`src/rtl/comm_pkg.sv`:
```
// Shared types and constants for the host-side UART command bridge.
// Holds the TX/RX state encodings, the 8N1 frame layout and a small
// helper that builds a transmit frame from a data byte.
package comm_pkg;

  typedef enum logic [1:0] {
    TX_IDLE,
    TX_HIGH,
    TX_LOW
  } tx_state_t;

  typedef enum logic [1:0] {
    RX_IDLE,
    RX_START,
    RX_DATA,
    RX_STOP
  } rx_state_t;

  localparam int   FRAME_BITS = 10;
  localparam logic START_BIT  = 1'b0;
  localparam logic STOP_BIT   = 1'b1;

  // 8N1 frame, LSB is shifted out first: {stop, d7..d0, start}
  function automatic logic [FRAME_BITS-1:0] uart_frame(input logic [7:0] data);
    return {STOP_BIT, data, START_BIT};
  endfunction

endpackage

```
`src/rtl/comm_uart_rx.sv`:
```
// Purpose: 8N1 UART receiver with glitch-rejecting start detect and a sticky response register.
// Latency: resp_o/resp_rdy_o update on the stop-bit sample, ~9.5 bit times + 3 cycles after the start edge.
// Backpressure: none; a new good byte overwrites resp_o and keeps resp_rdy_o set (overrun).
//
// Ports:
//   clk, rst      system clock, asynchronous active-high reset
//   rx_i          serial input, asynchronous to clk
//   clr_rdy_i     clears resp_rdy_o; a simultaneous set wins
//   resp_o        last byte received with a good stop bit
//   resp_rdy_o    set when resp_o is updated, held until cleared
module comm_uart_rx
  import comm_pkg::*;
#(
  parameter int BAUD_DIV = 2604
) (
  input  logic       clk,
  input  logic       rst,
  input  logic       rx_i,
  input  logic       clr_rdy_i,
  output logic [7:0] resp_o,
  output logic       resp_rdy_o
);

  localparam int              CW        = (BAUD_DIV > 1) ? $clog2(BAUD_DIV) : 1;
  localparam logic [CW-1:0]   BAUD_LAST = CW'(BAUD_DIV - 1);
  localparam logic [CW-1:0]   HALF_LAST = CW'(BAUD_DIV / 2 - 1);

  logic [1:0]  sync_q;
  logic        prev_q;
  logic        rx_s;
  logic        fall;

  rx_state_t   state_q, state_d;
  logic [CW-1:0] cnt_q, cnt_d;
  logic [3:0]  bit_q, bit_d;
  logic [7:0]  shift_q, shift_d;
  logic [7:0]  resp_q, resp_d;
  logic        rdy_q, rdy_d;
  logic        rdy_set;

  assign rx_s = sync_q[1];
  // prev_q trails the synchronized line by one cycle, so this is a clean 1->0 edge
  assign fall = prev_q & ~rx_s;

  always_ff @(posedge clk or posedge rst) begin
    if (rst) begin
      sync_q  <= 2'b11;
      prev_q  <= 1'b1;
      state_q <= RX_IDLE;
      cnt_q   <= '0;
      bit_q   <= '0;
      shift_q <= '0;
      resp_q  <= '0;
      rdy_q   <= 1'b0;
    end else begin
      sync_q  <= {sync_q[0], rx_i};
      prev_q  <= rx_s;
      state_q <= state_d;
      cnt_q   <= cnt_d;
      bit_q   <= bit_d;
      shift_q <= shift_d;
      resp_q  <= resp_d;
      rdy_q   <= rdy_d;
    end
  end

  always_comb begin
    state_d = state_q;
    cnt_d   = cnt_q;
    bit_d   = bit_q;
    shift_d = shift_q;
    resp_d  = resp_q;
    rdy_set = 1'b0;

    unique case (state_q)
      RX_IDLE: begin
        if (fall) begin
          state_d = RX_START;
          cnt_d   = '0;
        end
      end
      RX_START: begin
        // Mid-start-bit sample; a line that is already high again was a glitch
        if (cnt_q == HALF_LAST) begin
          cnt_d   = '0;
          bit_d   = '0;
          state_d = (rx_s == START_BIT) ? RX_DATA : RX_IDLE;
        end else begin
          cnt_d = cnt_q + 1'b1;
        end
      end
      RX_DATA: begin
        if (cnt_q == BAUD_LAST) begin
          cnt_d   = '0;
          shift_d = {rx_s, shift_q[7:1]};
          if (bit_q == 4'd7) begin
            state_d = RX_STOP;
          end else begin
            bit_d = bit_q + 4'd1;
          end
        end else begin
          cnt_d = cnt_q + 1'b1;
        end
      end
      RX_STOP: begin
        if (cnt_q == BAUD_LAST) begin
          cnt_d   = '0;
          state_d = RX_IDLE;
          // Framing errors drop the byte silently
          if (rx_s == STOP_BIT) begin
            resp_d  = shift_q;
            rdy_set = 1'b1;
          end
        end else begin
          cnt_d = cnt_q + 1'b1;
        end
      end
      default: state_d = RX_IDLE;
    endcase

    rdy_d = rdy_set ? 1'b1 : (clr_rdy_i ? 1'b0 : rdy_q);
  end

  assign resp_o     = resp_q;
  assign resp_rdy_o = rdy_q;

endmodule

```
`src/rtl/comm_master.sv`:
```
// Purpose: host-side UART bridge; sends a 16-bit command as two 8N1 bytes (high first), receives response bytes.
// Latency: snd_cmd to cmd_cmplt is 20*BAUD_DIV+1 cycles; TX start bit appears the cycle after acceptance.
// Backpressure: snd_cmd is dropped (not queued) while busy, including the cmd_cmplt cycle.
//
// Ports:
//   clk, rst      system clock, asynchronous active-high reset
//   cmd, snd_cmd  command word and its 1-cycle send request
//   cmd_cmplt     1-cycle pulse after the low byte's stop bit
//   busy          high from accepted snd_cmd through cmd_cmplt
//   TX / RX       serial out (idles high) / serial in (asynchronous)
//   resp, resp_rdy, clr_resp_rdy   received byte, sticky flag, flag clear
module comm_master
  import comm_pkg::*;
#(
  parameter int BAUD_DIV = 2604
) (
  input  logic        clk,
  input  logic        rst,
  input  logic [15:0] cmd,
  input  logic        snd_cmd,
  output logic        cmd_cmplt,
  output logic        busy,
  output logic        TX,
  input  logic        RX,
  output logic [7:0]  resp,
  output logic        resp_rdy,
  input  logic        clr_resp_rdy
);

  localparam int            CW        = (BAUD_DIV > 1) ? $clog2(BAUD_DIV) : 1;
  localparam logic [CW-1:0] BAUD_LAST = CW'(BAUD_DIV - 1);
  localparam logic [3:0]    LAST_BIT  = 4'(FRAME_BITS - 1);

  tx_state_t              state_q, state_d;
  logic [CW-1:0]          baud_q, baud_d;
  logic [3:0]             bit_q, bit_d;
  logic [FRAME_BITS-1:0]  frame_q, frame_d;
  logic [7:0]             lo_q, lo_d;
  logic                   cmplt_q, cmplt_d;
  logic                   bit_end;

  assign bit_end = (baud_q == BAUD_LAST);

  always_ff @(posedge clk or posedge rst) begin
    if (rst) begin
      state_q <= TX_IDLE;
      baud_q  <= '0;
      bit_q   <= '0;
      frame_q <= '1;
      lo_q    <= '0;
      cmplt_q <= 1'b0;
    end else begin
      state_q <= state_d;
      baud_q  <= baud_d;
      bit_q   <= bit_d;
      frame_q <= frame_d;
      lo_q    <= lo_d;
      cmplt_q <= cmplt_d;
    end
  end

  always_comb begin
    state_d = state_q;
    baud_d  = baud_q;
    bit_d   = bit_q;
    frame_d = frame_q;
    lo_d    = lo_q;
    cmplt_d = 1'b0;

    unique case (state_q)
      TX_IDLE: begin
        // cmplt_q keeps the bridge busy for one more cycle after returning to idle
        if (snd_cmd && !cmplt_q) begin
          state_d = TX_HIGH;
          frame_d = uart_frame(cmd[15:8]);
          lo_d    = cmd[7:0];
          baud_d  = '0;
          bit_d   = '0;
        end
      end
      TX_HIGH, TX_LOW: begin
        if (bit_end) begin
          baud_d = '0;
          if (bit_q == LAST_BIT) begin
            bit_d = '0;
            if (state_q == TX_HIGH) begin
              // Low byte follows the high stop bit with no idle gap
              state_d = TX_LOW;
              frame_d = uart_frame(lo_q);
            end else begin
              state_d = TX_IDLE;
              cmplt_d = 1'b1;
            end
          end else begin
            bit_d   = bit_q + 4'd1;
            frame_d = {STOP_BIT, frame_q[FRAME_BITS-1:1]};
          end
        end else begin
          baud_d = baud_q + 1'b1;
        end
      end
      default: state_d = TX_IDLE;
    endcase
  end

  // Derived from state so reset forces the line high without waiting for a clock
  assign TX        = (state_q == TX_IDLE) ? STOP_BIT : frame_q[0];
  assign busy      = (state_q != TX_IDLE) | cmplt_q;
  assign cmd_cmplt = cmplt_q;

  comm_uart_rx #(
    .BAUD_DIV (BAUD_DIV)
  ) u_rx (
    .clk        (clk),
    .rst        (rst),
    .rx_i       (RX),
    .clr_rdy_i  (clr_resp_rdy),
    .resp_o     (resp),
    .resp_rdy_o (resp_rdy)
  );

endmodule

```
`config.mk`:
```
export PLATFORM = sky130hd
export DESIGN_NAME = comm_master
export DESIGN_NICKNAME = d
export VERILOG_FILES = /design/src/rtl/comm_pkg.sv /design/src/rtl/comm_uart_rx.sv /design/src/rtl/comm_master.sv
export SDC_FILE = /design/constraint.sdc
export NUM_CORES = 1
export LEC_CHECK = 0
export CORE_MARGIN = 2
export CORE_UTILIZATION = 40
export CTS_BUF_LIST = sky130_fd_sc_hd__clkbuf_2 sky130_fd_sc_hd__clkbuf_4 sky130_fd_sc_hd__clkbuf_8
export DETAILED_ROUTE_END_ITERATION = 12
export HOLD_SLACK_MARGIN = 0.03
export PLACE_DENSITY = 0.67
export SLEW_MARGIN = 25
export SYNTH_ARGS = -nofsm -noshare
export SYNTH_HDL_FRONTEND = slang
export SYNTH_SLANG_ARGS = --single-unit
```
`constraint.sdc`:
```
create_clock -name clk -period 2.62 [get_ports clk]
set_clock_uncertainty 0.05 [all_clocks]
set_input_delay 0.393 -clock clk [delete_from_list [all_inputs] [get_ports clk]]
set_output_delay 0.393 -clock clk [all_outputs]
set_load 0.03 [all_outputs]
```
# Word-level counts from Yosys, hierarchy flattened
# Index checks and enable logic that the tools add are counted.
# word_totals
latch_bits,0
rom_bits,0
mem_bits_rw,0
wordCells,102
memories,0
ff_bits,75
inputBits,21
output_inout_bits,12
# op_classes
n_reduce_logical,19
div_mod_pow,0
multipliers,0
bitwise,3
shifts,0
magnitude_cmp,0
mux,42
add_sub_neg,4
eq_ne,20
# ops
op,count
12-bit 2-to-1 mux,5
10-bit 2-to-1 mux,4
12-bit case mux with 3 select lines,1
"12-bit by 1-bit adder with 12-bit output, second input constant",2
"12-bit == test, second input constant",2
4-bit 2-to-1 mux,6
12-bit case mux with 2 select lines,1
2-bit 2-to-1 mux,10
10-bit case mux with 2 select lines,1
4-bit case mux with 2 select lines,2
"12-bit by 11-bit == test with 1-bit output, second input constant",1
1-bit 2-to-1 mux,10
"2-bit by 1-bit inequality test with 1-bit output, second input constant",5
3-bit AND reduction,3
"4-bit by 1-bit adder with 4-bit output, second input constant",2
"2-bit inequality test, second input constant",4
2-bit case mux with 4 select lines,1
4-bit AND reduction,2
2-bit nonzero test,4
"2-bit == test, second input constant",3
2-bit AND reduction,3
5-bit AND reduction,1
"2-bit by 1-bit == test with 1-bit output, second input constant",2
"4-bit by 3-bit == test with 1-bit output, second input constant",1
10 further kinds,12

# Depth between registers and ports, before layout
# Gate-level depths: netlist (run 1).
# depth
depth_word,5
ltp_mapped,8
mapped_depth_nobuf,6

# Cells and area by module
# A second synthesis (run 1) with hierarchy kept.
# hier_totals
hier_cells,349
area_unflattened_um2,3871.2
# modules_own_cells
module,area_per_inst_um2,cells_each,n_inst
comm_uart_rx,1954.4,171,1
comm_master,1916.8,178,1

# Worst setup path after synthesis (run 1)
# No wires, ideal clock.
# synth_timing
kind,register -> register
start,register state_q[0]
end,register bit_q[3]
setup_time_ns,0.121
synth_period_minus_slack_ns,1.893
arrival_ns,1.722
n_path_buf,1
setup_slack_ns,0.727
stages_incl_launch_ff,8
required_ns,2.449
path_cell_list,dfrtp_1 > inv_1 > ha_1 > nand2b_1 > and2_1 > buf_2 > a211o_1 > a22o_1
# synth_via
elab_chain_cells,4
# synth_lines
item,line,text
"start, declared",comm_master.sv:34,"tx_state_t state_q, state_d;"
"start signal, assigned",comm_master.sv:53,state_q <= state_d;
2-bit by 1-bit == test with 1-bit output / 2-bit == test (equally long branches),comm_master.sv:70,unique case (state_q)
2-bit OR reduction,comm_master.sv:70,
2-bit inequality test (no line) / 2-bit nonzero test (equally long branches),--,
3-bit AND reduction (no line),--,
"end signal, assigned",comm_master.sv:55,bit_q <= bit_d;
"end, declared",comm_master.sv:36,"logic [3:0] bit_q, bit_d;"
# Several ways; a longest one is shown, not always the timed one.
# A chain may end at the register's enable or synchronous reset.

# Final worst setup path (run 1)
# layout_timing
start,register state_q[0]
end,output port TX
# layout_via
elab_chain_cells,2
# layout_lines
item,line,text
2-bit logical NOT,comm_master.sv:107,assign TX = (state_q == TX_IDLE) ? STOP_BIT : frame_q[0];
1-bit 2-to-1 mux,comm_master.sv:107,
"end, declared",comm_master.sv:23,"output logic TX,"
# No other way between the ends.

==> results.ini, run 1 <==
[status]
status=completed

[drt]
detailedRoute.firstIterationViolations=130
routed_len_inst_um=16.0
totalWireLength_mm=8.20
firstDrtPassIters=4
route.antenna.remaining_nets=0
vias=2875
detail_route.drc_violations=0
vias_per_cell=5.59

[layout]
area_growth_syn_to_layout_pct=18.2
design.final.nets=428
num-fill-cells=845
num_antenna_cells=0
share_of_cells_above_drive_strength_1_pct=20.1

[setup_path]
worst_ep_arrival_time_ns=1.98
critical_path.max_stage_delay_ns=0.59
crit_path_start_kind=flop
worstPathRequired_ns=2.18
worstPathMaxFanout=6
critPathCaptureType=output pin
path_cells=inv_1 > ha_1 > or2_2 > clkdlybuf4s50_1
crit_path_top_delay_cell=sky130_fd_sc_hd__clkdlybuf4s50_1
critPathKind=reg2out

[synthesis]
synthesis.instances=358
yosys-top-cells-count=62 x sky130_fd_sc_hd__dfrtp_1, 31 x sky130_fd_sc_hd__inv_1, 25 x sky130_fd_sc_hd__mux2_2
postSynthAreaPerCell_um2=10.6
mappedNetlistNets=388
synth_edf_count=0
yosysTopAreaCell=sky130_fd_sc_hd__dfrtp_1
synth.most_common_cell=sky130_fd_sc_hd__dfrtp_1
async_reset_ff_share_pct=100
yosys_register_bits=74
synth-seq-area-share_pct=49.3
post_synth_instance_area_mm2=0.00379
yosys_most_used_dff=sky130_fd_sc_hd__dfrtp_1
synth.area.top_cells=sky130_fd_sc_hd__dfrtp_1 41%, sky130_fd_sc_hd__dfstp_2 8.3%, sky130_fd_sc_hd__mux2_2 7.4%, sky130_fd_sc_hd__inv_1 3.1%, sky130_fd_sc_hd__ha_1 3.0%
synth_warnings=0
netlist-cell-type-count=66
post-synth-top-area-fraction_pct=41.0

[power_and_ir_drop]
power.ir.vdd_worst_mv=0.425
cellPowerDensity_mw_per_mm2=995
static_leakage_nw=1.90
post-layout-total-power_mw=4.45

[global_route]
antenna_violations_before_repair=0
grtUsageTotal_pct=17.5
grt_max_degree=31
grt_first_pass_wirelength_mm=14.3
grt_pass1_vias=2971
gr-total-overflow=0

[sta]
maxClockFrequency_mhz=413
final_critical_path_required_period_ns=2.42
final.setup.worst_slack_ns=0.196
hold_worst_slack_ns=0.309
rsz0062_at_grt=no
final.period_utilization_pct=92.5
final_slew_viol_count=0
hold_violations=0
setup_violations=0
worst_slew_margin_rel_pct=53.6
timing_worst_slew_pin_value_ns=0.692
setup-tns-final_ns=0

[floorplanning]
initial_utilization_pct=41.2
standard_cell_row_count=35
floorplan.io_pins=33
fp.dieW_um=101
fp.coreArea_mm2=0.00920
fp.dieArea_mm2=0.0103
die_height_um=101

[place]
port_buffers=32
preCtsSetupSlack_ns=0.158
gp_routability_congestion=0.863
place_hpwl_mm=5.55

[cts]
cts.sink_count=74
clock_latency_ns=0.36
cts_made_buffers=9
clock-root-buffer=sky130_fd_sc_hd__clkbuf_8
clkTransAtPathRegs_ns=0.09
htree_levels=3
ctsLongestPathBuffers=2
post_cts_buffers=0
tritoncts=yes

[flow_run]
drv_cap=0

[hold_path]
min_path_type=reg2reg

cell type report:
| class | count | area [um^2] | area share, % |
|---|---|---|---|
| Clock buffer | 9 | 124 | 2.77 |
| Clock inverter | 7 | 77.6 | 1.73 |
| Inverter | 31 | 116 | 2.60 |
| Multi-Input combinational cell | 240 | 1740 | 39.0 |
| Sequential cell | 74 | 1870 | 41.7 |
| Tap cell | 111 | 139 | 3.10 |
| Timing Repair Buffer | 42 | 408 | 9.11 |
worst max-delay path, delay by kind of cell, from the launching register on:
kind,cells,cell delay (ns)
adders and majority gates,1,0.26
buffers and inverters,2,0.65
DFF,1,0.41
and+or+nand+nor,1,0.31
metrics by stage:
| step | area, um^2 | utilization [%] | instances |
|---|---|---|---|
| after floorplan | 3790 | - | 358 |
| after global placement | 4270 | 46.4 | 498 |
| after detailed placement | 4270 | 46.4 | 498 |
| after CTS | 4470 | 48.6 | 514 |
| after global routing | 4480 | 48.7 | 514 |
| final | 4480 | 48.7 | 514 |
logic make-up (layout without fill, tap and decap cells):
| logic type | count (synthesis) | count (layout) | synth area share (%) |
|---|---|---|---|
| muxes | 27 | 27 | 7.96 |
| AOI/OAI and AO/OA | 87 | 87 | 16.4 |
| buffers and inverters | 44 | 89 | 4.72 |
| DFF | 74 | 74 | 49.3 |
| xor gates and xnor gates | 7 | 7 | 1.62 |
| and+or+nand+nor | 110 | 110 | 17.0 |
| adders and majority gates | 9 | 9 | 2.97 |
where the power goes:
group / leakage [nW] / switching (mW) / internal (mW)
logic: 0.848 / 1.08 / 0.770
clock network: 0.0998 / 0.457 / 0.446
registers: 0.955 / 0.242 / 1.46
state kept, by name, summed over array words and instances (netlist names), 2 cells and up, named ones only:
signal        count
baud_q           12
bit_q             4
frame_q           9
lo_q              8
state_q           2
u_rx.bit_q        4
u_rx.cnt_q       12
u_rx.resp_o       8
u_rx.shift_q      8
u_rx.sync_q       2
layer usage:
layer	vias up	part of all wire, %	wire length, um	track usage (%)
met4	0	1.4	111	5.41
met1	1401	47	3810	23.6
met2	67	48	3900	28.2
li1	1397	-	-	-
met3	10	4.5	372	4.07
met5	-	0	0	0
repair_timing:
action | CTS | global route
hold buffers | 0 | 0
gates resized for setup | 0 | 1
setup endpoints to repair | 0 | 2
final timing paths:
path	start	depth (start not counted)	slack (ns)	end
setup / recovery	state_q[0]	4	0.20	TX
hold / removal	u_rx.sync_q[0]	0	0.31	u_rx.sync_q[1]
setup reg to reg	state_q[0]	6	0.29	frame_q[0]
hold reg to reg	u_rx.sync_q[0]	0	0.31	u_rx.sync_q[1]
max in group asynchronous	rst	3	1.47	baud_q[5]
min in group asynchronous	rst	2	0.37	u_rx.resp_rdy_o
layout by cell type (no fill, tap or decap), drive strengths merged, types with 5 or more instances in the layout:
master / Yosys / layout
dfstp: 12 / 12
nor4: 5 / 5
a31oi: 7 / 7
nand3: 15 / 15
a2bb2oi: 7 / 7
dfrtp: 62 / 62
mux2: 25 / 25
clkdlybuf4s50: 0 / 32
nor3: 6 / 6
xnor2: 7 / 7
o21ai: 16 / 16
inv: 31 / 32
nand2: 25 / 25
clkbuf: 8 / 9
a221oi: 7 / 7
o22ai: 10 / 10
nor2: 19 / 19
buf: 5 / 10
nand4: 6 / 6
a21oi: 13 / 13
ha: 9 / 9
No activity file was read; power rests on OpenSTA's default activity.
==> inputs of run 2 (changes only) <==
--- a/config.mk
+++ b/config.mk
@@ -5,11 +5,10 @@
 export SDC_FILE = /design/constraint.sdc
 export NUM_CORES = 1
 export LEC_CHECK = 0
-export CORE_MARGIN = 2
 export CORE_UTILIZATION = 40
-export CTS_BUF_LIST = sky130_fd_sc_hd__clkbuf_2 sky130_fd_sc_hd__clkbuf_4 sky130_fd_sc_hd__clkbuf_8
+export CTS_BUF_LIST = sky130_fd_sc_hd__clkbuf_4
 export DETAILED_ROUTE_END_ITERATION = 12
-export HOLD_SLACK_MARGIN = 0.03
+export HOLD_SLACK_MARGIN = 0.1
 export PLACE_DENSITY = 0.67
 export SLEW_MARGIN = 25
 export SYNTH_ARGS = -nofsm -noshare
==> results.ini, run 2 (synthesized netlist as in run 1, its figures left out) <==
[sta]
final_slew_viol_count=0  ; unchanged
maxClockFrequency_mhz=415  ; +0.68%
hold_violations=0  ; unchanged
worst_slew_margin_rel_pct=40.3  ; -13 points
rsz0062_at_grt=no
setup-tns-final_ns=0  ; unchanged
final_critical_path_required_period_ns=2.41  ; -0.0163 ns
timing_worst_slew_pin_value_ns=0.893  ; +0.200 ns
final.period_utilization_pct=91.9  ; -0.62 points
setup_violations=0  ; unchanged

[global_route]
antenna_violations_before_repair=0  ; unchanged
grtUsageTotal_pct=17.3  ; -0.25 points
grt_max_degree=51  ; +65%
grtUsageMet3_pct=4.15  ; +0.074 points
global_route.usage.met2_pct=28.4  ; +0.20 points
gr-usage-met1_pct=22.5  ; -1.1 points
grt_first_pass_wirelength_mm=13.6  ; -5.3%
gr-total-overflow=0  ; unchanged
grt_pass1_vias=2842  ; -4.3%
grt.busiest_layer=met2

[power_and_ir_drop]
cellPowerDensity_mw_per_mm2=939  ; -5.6%
post-layout-total-power_mw=4.13  ; -7.3%
static_leakage_nw=1.86  ; -2.0%
power.ir.vdd_worst_mv=0.380  ; -10%

[layout]
layout_common_cells=62 x sky130_fd_sc_hd__dfrtp_1, 31 x sky130_fd_sc_hd__clkdlybuf4s50_1, 30 x sky130_fd_sc_hd__inv_1, 25 x sky130_fd_sc_hd__mux2_2, 24 x sky130_fd_sc_hd__nand2_1
mostFrequentLayoutCell=sky130_fd_sc_hd__dfrtp_1
num-fill-cells=870  ; +3.0%
num_antenna_cells=0  ; unchanged
design.final.nets=427  ; -0.23%
reg.largest.list=baud_q (12), u_rx.cnt_q (12), frame_q (9)
share_of_cells_above_drive_strength_1_pct=19.7  ; -0.45 points
final_area_mm2=0.00439  ; -1.8%
area_growth_syn_to_layout_pct=16.0

[cts]
clkTransAtPathRegs_ns=0.13  ; +0.04 ns
cts.sink_count=74  ; unchanged
cts_resized=0  ; unchanged
ctsLongestPathBuffers=2  ; unchanged
htree_levels=3  ; unchanged
cts_made_buffers=9  ; unchanged
post_cts_hold_buffer_count=0  ; unchanged
clock-root-buffer=sky130_fd_sc_hd__clkbuf_4
tritoncts=yes
post_cts_buffers=0  ; unchanged
clock_latency_ns=0.42  ; +0.06 ns

[setup_path]
worst_ep_arrival_time_ns=2.63  ; +0.65 ns
critPathKind=reg2reg
worstPathMaxFanout=13  ; +7
worstPathRequired_ns=2.84  ; +0.66 ns
r2r-start=state_q[0]
timing.reg2reg.setup_slack_ns=0.21  ; -0.08 ns
critPathCaptureType=flop
rr_endpoint=bit_q[1]
crit_path_start_kind=flop
reg2reg_depth=6  ; unchanged

[place]
gp_routability_congestion=0.863  ; unchanged
place_hpwl_mm=5.44  ; -1.9%
port_buffers=32  ; unchanged
placed_cell_area_mm2=0.00426  ; -0.18%

[status]
status=completed

[drt]
vias=2853  ; -0.77%
detailedRoute.firstIterationViolations=120  ; -7.7%
firstDrtPassIters=4  ; unchanged
route.antenna.remaining_nets=0  ; unchanged
vias_per_cell=5.56  ; -0.57%
totalWireLength_mm=7.85  ; -4.3%
detail_route.drc_violations=0  ; unchanged
routed_len_inst_um=15.3  ; -4.1%

[floorplanning]
fp.coreArea_mm2=0.00920  ; unchanged
standard_cell_row_count=35  ; unchanged
initial_utilization_pct=41.2  ; unchanged
die_height_um=99.3  ; -2.0%
fp.dieArea_mm2=0.00986  ; -3.9%
floorplan.io_pins=33  ; unchanged
fp.dieW_um=99.3  ; -2.0%

[hold_path]
min_path_type=in2async

[flow_run]
drv_cap=0  ; unchanged

[run 2: changes by cell type in the layout (fill, tap and decap cells not counted), moves of 2 or more]
| cell | change |
|---|---|
| sky130_fd_sc_hd__clkinvlp_4 | +2 |
| sky130_fd_sc_hd__clkinv_4 | -2 |
| sky130_fd_sc_hd__clkbuf_8 | -9 |
| sky130_fd_sc_hd__clkbuf_4 | +9 |
[run 2: through the flow]
step	std cells	setup slack, ns	hold slack, ns	util (%)
3_5_place_dp	497	0.224	0.298	46.4
5_1_grt	513	0.00276	0.270	47.8
2_1_floorplan	358	0.315	0.295	-
4_1_cts	513	0.0894	0.254	47.7
6_report	513	0.213	0.259	47.8
3_3_place_gp	497	0.332	0.297	46.4
[run 2: worst max-delay path by stage]
stage | slack (ns) | startpoint | end
after floorplan | 0.32 | rst | asynchronous set/reset pin
after global placement | 0.33 | state_q[0] | bit_q[1]
after detailed placement | 0.22 | state_q[0] | bit_q[1]
after CTS | 0.09 | state_q[0] | TX
after global routing | 0.003 | state_q[0] | bit_q[1]
final | 0.21 | state_q[0] | bit_q[1]
[run 2: final cells by class]
| cell class | instances | area (um^2) | area share, % |
|---|---|---|---|
| Multi-Input combinational cell | 240 | 1750 | 39.8 |
| Tap cell | 111 | 139 | 3.16 |
| Inverter | 31 | 116 | 2.65 |
| Clock buffer | 9 | 67.6 | 1.54 |
| Sequential cell | 74 | 1870 | 42.5 |
| Timing Repair Buffer | 41 | 403 | 9.17 |
| Clock inverter | 7 | 52.6 | 1.20 |
[run 2: power by group]
group          switching, mW  internal (mW)
Sequential             0.245           1.46
Clock                  0.429          0.199
Combinational           1.04          0.755
Total                   1.72           2.41
[run 2: worst max-delay path: stages, from the launching register on]
cell and delay, ns:
sky130_fd_sc_hd__dfrtp_1 0.42, sky130_fd_sc_hd__inv_1 0.06, sky130_fd_sc_hd__ha_1 0.38, sky130_fd_sc_hd__nand2b_1 0.19, sky130_fd_sc_hd__and2_1 0.28, sky130_fd_sc_hd__nor2_1 0.71
sky130_fd_sc_hd__o21ai_0 0.16
[run 2: layer usage]
metal / vias to the layer above / part of all wire [%]
li1: 1395 / -
met1: 1396 / 50
met2: 53 / 46
met3: 9 / 3.4
met4: 0 / 0.80
met5: - / 0
==> inputs of run 3 (changes only) <==
--- a/config.mk
+++ b/config.mk
@@ -5,11 +5,12 @@
 export SDC_FILE = /design/constraint.sdc
 export NUM_CORES = 1
 export LEC_CHECK = 0
-export CORE_UTILIZATION = 40
+export CORE_UTILIZATION = 60
 export CTS_BUF_LIST = sky130_fd_sc_hd__clkbuf_4
+export CTS_CLUSTER_DIAMETER = 80
 export DETAILED_ROUTE_END_ITERATION = 12
 export HOLD_SLACK_MARGIN = 0.1
-export PLACE_DENSITY = 0.67
+export PLACE_DENSITY = 0.9
 export SLEW_MARGIN = 25
 export SYNTH_ARGS = -nofsm -noshare
 export SYNTH_HDL_FRONTEND = slang
==> results.ini, run 3 (synthesized netlist as in run 1, its figures left out) <==
[status]
status=completed

[floorplanning]
floorplan.io_pins=33  ; unchanged
fp.coreArea_mm2=0.00599  ; -35%
standard_cell_row_count=28  ; -20%
fp.dieArea_mm2=0.00663  ; -33%
die_height_um=81.5  ; -18%
fp.dieW_um=81.5  ; -18%
initial_utilization_pct=63.2  ; +22 points

[sta]
rsz0062_at_grt=no
hold_worst_slack_ns=0.194  ; -0.0647 ns
final_critical_path_required_period_ns=2.52  ; +0.113 ns
setup_violations=0  ; unchanged
maxClockFrequency_mhz=397  ; -4.5%
final.period_utilization_pct=96.2  ; +4.3 points
timing_worst_slew_pin_value_ns=0.781  ; -0.111 ns
final_slew_viol_count=0  ; unchanged
worst_slew_margin_rel_pct=47.8  ; +7.6 points
hold_violations=0  ; unchanged
final.setup.worst_slack_ns=0.0994  ; -0.113 ns
setup-tns-final_ns=0  ; unchanged

[cts]
clock-root-buffer=sky130_fd_sc_hd__clkbuf_4
clock_latency_ns=0.43  ; about the same
tritoncts=yes
htree_levels=3  ; unchanged
cts.sink_count=74  ; unchanged
post_cts_hold_buffer_count=0  ; unchanged
cts_made_buffers=9  ; unchanged
ctsLongestPathBuffers=2  ; unchanged
clkTransAtPathRegs_ns=0.13  ; about the same

[setup_path]
worstPathRequired_ns=2.18  ; -0.66 ns
crit_path_top_delay_cell=sky130_fd_sc_hd__clkdlybuf4s50_1
critPathCaptureType=output pin
path_cells=inv_1 > ha_1 > or2_2 > clkdlybuf4s50_1
critical_path.n_buffers_inverters=2  ; +1
crit_path_start_kind=flop
critPathKind=reg2out
critical_path.max_stage_delay_ns=0.60  ; -0.11 ns
worst_ep_arrival_time_ns=2.08  ; -0.55 ns
worstPathMaxFanout=6  ; -7
cpLargestDelayFamily=buffers and inverters

[layout]
area_growth_syn_to_layout_pct=15.6
reg.largest.list=baud_q (12), u_rx.cnt_q (12), frame_q (9)
layout.area.seq_mm2=0.00187  ; unchanged
multiInputGateArea_mm2=0.00174  ; -0.22%
share_of_cells_above_drive_strength_1_pct=19.7  ; +0.049 points
mostFrequentLayoutCell=sky130_fd_sc_hd__dfrtp_1
design.final.nets=426  ; -0.23%
num-fill-cells=394  ; -55%
final_util_pct=73.1  ; +25 points
layout_common_cells=62 x sky130_fd_sc_hd__dfrtp_1, 32 x sky130_fd_sc_hd__clkdlybuf4s50_1, 30 x sky130_fd_sc_hd__inv_1, 25 x sky130_fd_sc_hd__mux2_2, 24 x sky130_fd_sc_hd__nand2_1
num_antenna_cells=0  ; unchanged

[power_and_ir_drop]
switchingPower_mw=1.77  ; +3.3%
pwr-share-seq_pct=39.1  ; -2.1 points
switching_share_pct=40.5  ; -1.0 points
cellPowerDensity_mw_per_mm2=998  ; +6.3%
power.share.clock_pct=18.6  ; +3.4 points
combPwrFrac_pct=42.3  ; -1.2 points
static_leakage_nw=1.88  ; +0.86%
p_int_mw=2.60  ; +7.8%
power.ir.vdd_worst_mv=1.00  ; +160%

[drt]
vias=2993  ; +4.9%
route.antenna.remaining_nets=0  ; unchanged
vias_per_cell=6.29  ; +13%
routed_len_inst_um=17.4  ; +14%
firstDrtPassIters=5  ; +1
detail_route.drc_violations=0  ; unchanged
detailedRoute.firstIterationViolations=232  ; +93%
totalWireLength_mm=8.26  ; +5.3%

[hold_path]
min_path_type=in2async

[global_route]
grt_first_pass_wirelength_mm=13.4  ; -1.1%
grtUsageTotal_pct=26.8  ; +9.5 points
antenna_violations_before_repair=0  ; unchanged
gr-total-overflow=0  ; unchanged
grt_max_degree=39  ; -24%
grt_pass1_vias=2980  ; +4.9%

[place]
gp_routability_congestion=0.905  ; +4.8%
port_buffers=32  ; unchanged
preCtsSetupSlack_ns=0.0915  ; -0.132 ns
place_hpwl_mm=5.58  ; +2.5%

[flow_run]
drv_cap=0  ; unchanged

run 3: cell types whose count changed in the layout (fill, tap and decap cells not counted), sizes merged:
| cell | previous run | this run |
|---|---|---|
| inv | 33 | 32 |
| buf | 9 | 8 |
| clkdlybuf4s50 | 31 | 32 |
| clkinvlp | 3 | 1 |
| bufinv | 0 | 2 |
| dlymetal6s2s | 1 | 0 |
| clkbuf | 9 | 10 |
run 3: metal layers:
metal | up-vias | part of all wire, % | track usage (%)
met1 | 1477 | 42 | 32.0
li1 | 1402 | - | -
met5 | - | 0 | 0
met2 | 102 | 51 | 45.8
met4 | 0 | 1.2 | 10.7
met3 | 12 | 5.8 | 6.89
run 3: power by group through the flow:
stage	Clock, mW	Sequential (mW)	Combinational, mW
after global placement	0	1.70	1.70
after global routing	0.874	1.74	2.01
after detailed placement	0	1.71	1.80
final	0.814	1.71	1.85
after floorplan	0	1.64	1.38
after CTS	0.832	1.70	1.82
run 3: cell type report:
class	count	area share (%)
Sequential cell	74	42.6
Multi-Input combinational cell	240	39.8
Timing Repair Buffer	40	8.97
Inverter	31	2.66
Tap cell	75	2.14
Clock inverter	6	2.06
Clock buffer	10	1.71
run 3: per-stage QoR:
| stage | total power, mW | std cells | cell area (um^2) |
|---|---|---|---|
| 2_1_floorplan | 3.02 | 358 | 3790 |
| 3_3_place_gp | 3.40 | 460 | 4210 |
| 3_5_place_dp | 3.51 | 460 | 4210 |
| 4_1_cts | 4.35 | 476 | 4380 |
| 5_1_grt | 4.63 | 476 | 4380 |
| 6_report | 4.37 | 476 | 4380 |
run 3: worst paths after layout:
path | startpoint | endpoint | slack, ns | cells past startpoint
worst max-delay path | state_q[0] | TX | 0.1 | 4
worst min-delay path | rst | lo_q[3] | 0.19 | 2
worst max register to register | state_q[0] | frame_q[0] | 0.13 | 6
worst min register to register | u_rx.sync_q[0] | u_rx.sync_q[1] | 0.32 | 0
max in group asynchronous | rst | frame_q[8] | 1.62 | 3
min in group clk | RX | u_rx.sync_q[0] | 0.31 | 1
run 3: timing repair:
| action | in CTS | in global routing |
|---|---|---|
| resized for setup | 0 | 1 |
| setup endpoints to repair | 0 | 1 |
| buffers inserted | 0 | 0 |
